<file path="src/rtl/tdm2_demux_pkg.sv">
// Shared definitions for the 2:1 TDM receive path: FSM state encoding and default slot width.
package tdm2_demux_pkg;
    localparam int TDM_WIDTH = 8;

    typedef enum logic [1:0] {
        ST_HUNT   = 2'd0,
        ST_ACQ    = 2'd1,
        ST_LOCKED = 2'd2
    } state_e;
endpackage

</file>
<file path="src/rtl/tdm_frame_counter.sv">
// Bit-position counter for a 2-slot frame.
// It advances only on en cycles and can be restarted so that the current bit is position 0.
module tdm_frame_counter
    import tdm2_demux_pkg::*;
#(
    parameter int WIDTH = TDM_WIDTH,
    parameter int CW    = $clog2(2*WIDTH)
) (
    input  logic clk,
    input  logic rst,
    input  logic en,
    input  logic restart,
    output logic pos0,
    output logic slot_a_end,
    output logic slot_b_end
);
    logic [CW-1:0] bcnt_q, bcnt_d;

    always_comb begin
        bcnt_d = bcnt_q;
        if (en) begin
            // A restart marks the current bit as position 0, so the next bit is position 1.
            if (restart)
                bcnt_d = CW'(1);
            else if (bcnt_q == CW'(2*WIDTH-1))
                bcnt_d = '0;
            else
                bcnt_d = bcnt_q + CW'(1);
        end
    end

    always_ff @(posedge clk) begin
        if (rst) bcnt_q <= '0;
        else     bcnt_q <= bcnt_d;
    end

    assign pos0       = (bcnt_q == '0);
    assign slot_a_end = (bcnt_q == CW'(WIDTH-1));
    assign slot_b_end = (bcnt_q == CW'(2*WIDTH-1));
endmodule

</file>
<file path="src/rtl/tdm2_demux.sv">
// 2:1 TDM receiver: acquires frame sync, holds lock, and delivers slot A/B words.
// Each delivered word is marked with a one-cycle valid pulse.
module tdm2_demux
    import tdm2_demux_pkg::*;
#(
    parameter int WIDTH       = TDM_WIDTH,
    parameter int LOCK_FRAMES = 2
) (
    input  logic             clk,
    input  logic             rst,
    input  logic             din,
    input  logic             fsync,
    input  logic             en,
    output logic [WIDTH-1:0] out_a,
    output logic [WIDTH-1:0] out_b,
    output logic             valid_a,
    output logic             valid_b,
    output logic             locked,
    output logic             sync_err
);
    localparam int GW = $clog2(LOCK_FRAMES+1);

    state_e           state_q, state_d;
    logic [GW-1:0]    gcnt_q, gcnt_d;
    logic [WIDTH-1:0] word_q, word_d, shifted;
    logic [WIDTH-1:0] out_a_q, out_a_d, out_b_q, out_b_d;
    logic             valid_a_q, valid_a_d, valid_b_q, valid_b_d;
    logic             locked_q, locked_d, sync_err_q, sync_err_d;
    logic             detect, err;
    logic             pos0, slot_a_end, slot_b_end;

    tdm_frame_counter #(.WIDTH(WIDTH)) u_cnt (
        .clk        (clk),
        .rst        (rst),
        .en         (en),
        .restart    (detect),
        .pos0       (pos0),
        .slot_a_end (slot_a_end),
        .slot_b_end (slot_b_end)
    );

    assign shifted = {word_q[WIDTH-2:0], din};

    always_comb begin
        state_d    = state_q;
        gcnt_d     = gcnt_q;
        word_d     = word_q;
        out_a_d    = out_a_q;
        out_b_d    = out_b_q;
        valid_a_d  = 1'b0;
        valid_b_d  = 1'b0;
        sync_err_d = 1'b0;
        locked_d   = locked_q;
        detect     = 1'b0;
        err        = 1'b0;
        if (en) begin
            word_d = shifted;
            case (state_q)
                ST_HUNT:
                    if (fsync) detect = 1'b1;
                ST_ACQ:
                    if (pos0) begin
                        if (!fsync)
                            state_d = ST_HUNT;
                        else if (gcnt_q + GW'(1) >= GW'(LOCK_FRAMES))
                            state_d = ST_LOCKED;
                        else
                            gcnt_d = gcnt_q + GW'(1);
                    end else if (fsync) begin
                        detect = 1'b1;
                    end
                ST_LOCKED: begin
                    err = pos0 ? !fsync : fsync;
                    if (err) begin
                        sync_err_d = 1'b1;
                        if (fsync) detect  = 1'b1;
                        else       state_d = ST_HUNT;
                    end else if (slot_a_end) begin
                        out_a_d   = shifted;
                        valid_a_d = 1'b1;
                    end else if (slot_b_end) begin
                        out_b_d   = shifted;
                        valid_b_d = 1'b1;
                    end
                end
                default: state_d = ST_HUNT;
            endcase
            // Any fresh fsync detection (hunt or misplaced) restarts acquisition on this bit.
            if (detect) begin
                gcnt_d  = GW'(1);
                state_d = (LOCK_FRAMES == 1) ? ST_LOCKED : ST_ACQ;
            end
            locked_d = (state_d == ST_LOCKED) && !err;
        end
    end

    always_ff @(posedge clk) begin
        if (rst) begin
            state_q    <= ST_HUNT;
            gcnt_q     <= '0;
            word_q     <= '0;
            out_a_q    <= '0;
            out_b_q    <= '0;
            valid_a_q  <= 1'b0;
            valid_b_q  <= 1'b0;
            locked_q   <= 1'b0;
            sync_err_q <= 1'b0;
        end else begin
            state_q    <= state_d;
            gcnt_q     <= gcnt_d;
            word_q     <= word_d;
            out_a_q    <= out_a_d;
            out_b_q    <= out_b_d;
            valid_a_q  <= valid_a_d;
            valid_b_q  <= valid_b_d;
            locked_q   <= locked_d;
            sync_err_q <= sync_err_d;
        end
    end

    assign out_a    = out_a_q;
    assign out_b    = out_b_q;
    assign valid_a  = valid_a_q;
    assign valid_b  = valid_b_q;
    assign locked   = locked_q;
    assign sync_err = sync_err_q;
endmodule
</file>
<file path="config.mk">
export PLATFORM = sky130hd
export DESIGN_NAME = tdm2_demux
export DESIGN_NICKNAME = d
export VERILOG_FILES = /design/src/rtl/tdm2_demux_pkg.sv /design/src/rtl/tdm_frame_counter.sv /design/src/rtl/tdm2_demux.sv
export SDC_FILE = /design/constraint.sdc
export NUM_CORES = 1
export LEC_CHECK = 0
export ABC_CLOCK_PERIOD_IN_PS = 3130
export CORE_MARGIN = 2
export CORE_UTILIZATION = 52
export CTS_CLUSTER_DIAMETER = 60
export DETAILED_ROUTE_END_ITERATION = 8
export PLACE_DENSITY_LB_ADDON = 0.08
export SLEW_MARGIN = 20
export SYNTH_ARGS = -nofsm -noshare
export SYNTH_HDL_FRONTEND = slang
export SYNTH_SLANG_ARGS = --single-unit
</file>
<file path="constraint.sdc">
create_clock -name clk -period 3.13 [get_ports clk]
set_input_delay 0.313 -clock clk [delete_from_list [all_inputs] [get_ports clk]]
set_output_delay 0.313 -clock clk [all_outputs]
set_load 0.02 [all_outputs]
</file>
==> metrics.cfg <==
[sta]
worstMarginPinSlew_ps = 639.0
relSlewSlack_pct = 57.26
setup-tns-final_ps = 0
setup_viol = 0
finalWorstSetupSlack_ps = 562.6
period_share_pct = 82.03
fin_crit_ps = 2567
worst_clock_skew_ps = 3.817
rsz0062_at_grt = false
max_freq_mhz = 389.5
hold_viol_final = 0
final_max_slew_viol_count = 0

[yosys]
synthFlopType = dfxtp_1
yosysTopAreaCellShare_pct = 46.13
synth_top_cell_by_area = dfxtp_1
synth_edf_count = 0
synth-async-reset-ratio_pct = 0
yosys_warnings = 0
syn_nets = 165
synth_cell_types = 39
ys_ff_latch = 35
synth_compound_area_share_pct = 9.226
syn_inst = 157
synth_area_per_cell_sq_um = 9.675
synth_fa_ha_area_share_pct = 2.471
ys_seq_area_share_pct = 46.13
netlist_area_sq_um = 1519
yosys.cell_count.top_type = dfxtp_1
synthXorXnorAreaFrac_pct = 1.153
synth_top_family_by_area = simple AND/OR/NAND/NOR gates
synth.area.mux_share_pct = 15.82
ys_top_cells_by_area = dfxtp_1 (46%), mux2i_1 (16%), nor2_1 (8.2%), buf_6 (3.0%), ha_1 (2.5%)
synthTopCellsByCount = dfxtp_1 (35), nor2_1 (33), mux2i_1 (24)
synthSimpleGateAreaFrac_pct = 18.62

[worst_setup_path]
cp_slowest_cell = or3_1
cpPeakStageDelay_ps = 580
crit_type = reg2reg
worstReg2RegStart = u_cnt.bcnt_q[0]
crit_family = simple AND/OR/NAND/NOR gates
end_kind = flip-flop
cp-startpoint = u_cnt.bcnt_q[0]
critical_path_required_ps = 3340
rrSetupSlack_ps = 560
critPathLaunchType = flip-flop
arrival_ps = 2770
crit_end = out_b[6]
path_depth = 8
critPathMaxFanout = 9
worst-path-buf-inv = 1
ff2ff_path_depth = 8
crit_top_cell = ha_1
worstReg2RegEnd = out_b[6]
crit_chain = inv_1 -> ha_1 -> or3b_4 -> ha_1 -> nand4_1 -> or3_1 -> mux2i_1 -> nor2_1

[final_layout]
area_delta_synth_final_pct = 19.28
layout-drive-gt1-share_pct = 8.333
diodes = 0
nNetsFinal = 187
postLayoutCellArea_sq_um = 1812

[status]
status = completed

[clock_tree]
cts_tree = yes
cts_made_buffers = 5
clk_pin_slew_worst_paths_ps = 110
htree_levels = 2
cts_setup_buffers = 0
insertion_delay_ps = 330
hold_buffers = 0
cts_buffer_depth = 2
clockRootBuffer = clkbuf_4
cts-resized-gates = 0
cts_num_sinks = 35

[drt]
wl_um = 2966
vias_per_cell = 5.531
drc = 0
drtIter0Drc = 46
antenna_left = 0
vias = 1167
firstDrtPassIters = 4
routedWlPerCell_um = 14.06

[flow_run]
maxCapViolCount = 0

[power_and_ir_drop]
comb_power_share_pct = 7.6
ir_worst_vdd_v = 0.0004066
pwr-share-seq_pct = 56.8
pwr_density_cell_nw_per_um2 = 444.8
internal-power_mw = 0.6076
p_sw_mw = 0.1982
power_frac_clock_pct = 35.5
switching_share_pct = 24.60
p_leak_nw = 0.7331

[grt]
grt_max_degree = 23
antenna_found_initial = 0
grt_pass1_vias = 1183
grt_use_total_pct = 20.81
grt-ovfl-total = 0
grt_pass1_wl_um = 5257

[placed_design]
dpl_cell_area_sq_um = 1739
routabilityCongestion = 0.8549
preCtsSetupSlack_ps = 592.6
io_buffers = 24
dp_hpwl_um = 2008

[floorplan]
core-area_sq_um = 2758
io_pins = 25
dieArea_sq_um = 3369
die_h_um = 58.05
die_x_um = 58.05
start_util_pct = 55.08
std_cell_rows = 19

[hold_path]
hp-class = reg2reg

## power by group through the flow
stage,combinational [mW],sequential [mW],clock (mW)
final,0.0616,0.458,0.286
after CTS,0.0615,0.458,0.290
after detailed placement,0.0611,0.468,0
after global routing,0.0687,0.459,0.320
after floorplan,0.0482,0.465,0
after global placement,0.0586,0.467,0
## logic make-up (layout without fill, tap and decap cells)
group	Yosys count	in the layout
muxes	24	24
xor gates and xnor gates	2	2
DFF	35	35
and+or+nand+nor	58	58
adders and majority gates	3	3
buffers and inverters	18	41
AOI/OAI and AO/OA	17	17
## placed cells by master (no fill, tap or decap), types with 2 or more instances in the layout
cell type,instances
dfxtp_1,35
nor2_1,33
mux2i_1,24
clkdlybuf4s50_1,24
nand2_1,9
inv_1,7
clkbuf_4,5
a21oi_1,3
ha_1,3
nor4_1,2
xor2_1,2
nor3_1,2
clkbuf_8,2
buf_4,2
## per-layer routing
layer | track usage (%) | vias to the layer above | share of wire, %
met2 | 34.90 | 23 | 49
li1 | - | 585 | -
met1 | 23.92 | 557 | 46
met5 | 0 | - | 0
met4 | 7.309 | 0 | 0.71
met3 | 8.482 | 2 | 4.7
## flip-flops by register name (all words and copies together) (netlist names)
name,cells
out_a,8
out_b,8
word_q,7
u_cnt.bcnt_q,4
gcnt_q,2
state_q,2
locked,1
sync_err,1
valid_a,1
valid_b,1
## cell type report
class	instances	area, sq um
Fill cell	230	945.9
Clock inverter	1	7.507
Timing Repair Buffer	26	255.2
Tap cell	31	38.79
Sequential cell	35	700.7
Inverter	7	26.28
Multi-Input combinational cell	104	718.2
Clock buffer	7	65.06
## worst reg2reg max path: stages (launching register included)
cell     delay (ps)
dfxtp_1         370
inv_1            90
ha_1            170
or3b_4          410
ha_1            350
nand4_1         190
or3_1           580
mux2i_1         230
nor2_1           60
## how the worst min path moves through the flow
stage               from         to  cells past startpoint  slack (ps)
6_report          locked     locked                      2         470
4_1_cts           locked     locked                      2         480
3_5_place_dp      locked     locked                      2         460
3_3_place_gp      locked     locked                      2         440
5_1_grt        gcnt_q[0]  gcnt_q[0]                      2         520
2_1_floorplan  gcnt_q[0]  gcnt_q[0]                      2         450
## per-stage QoR
stage                     util [%]  total power [mW]  hold WS [ps]  instances
after floorplan                  -            0.5132         447.0        157
after global placement       63.07            0.5261         442.5        203
after detailed placement     63.07            0.5293         455.5        203
after CTS                    65.70            0.8091         475.9        211
after global routing         65.70            0.8477         521.2        211
final                        65.70            0.8058         472.2        211
Power figures use the tool's default switching activity.
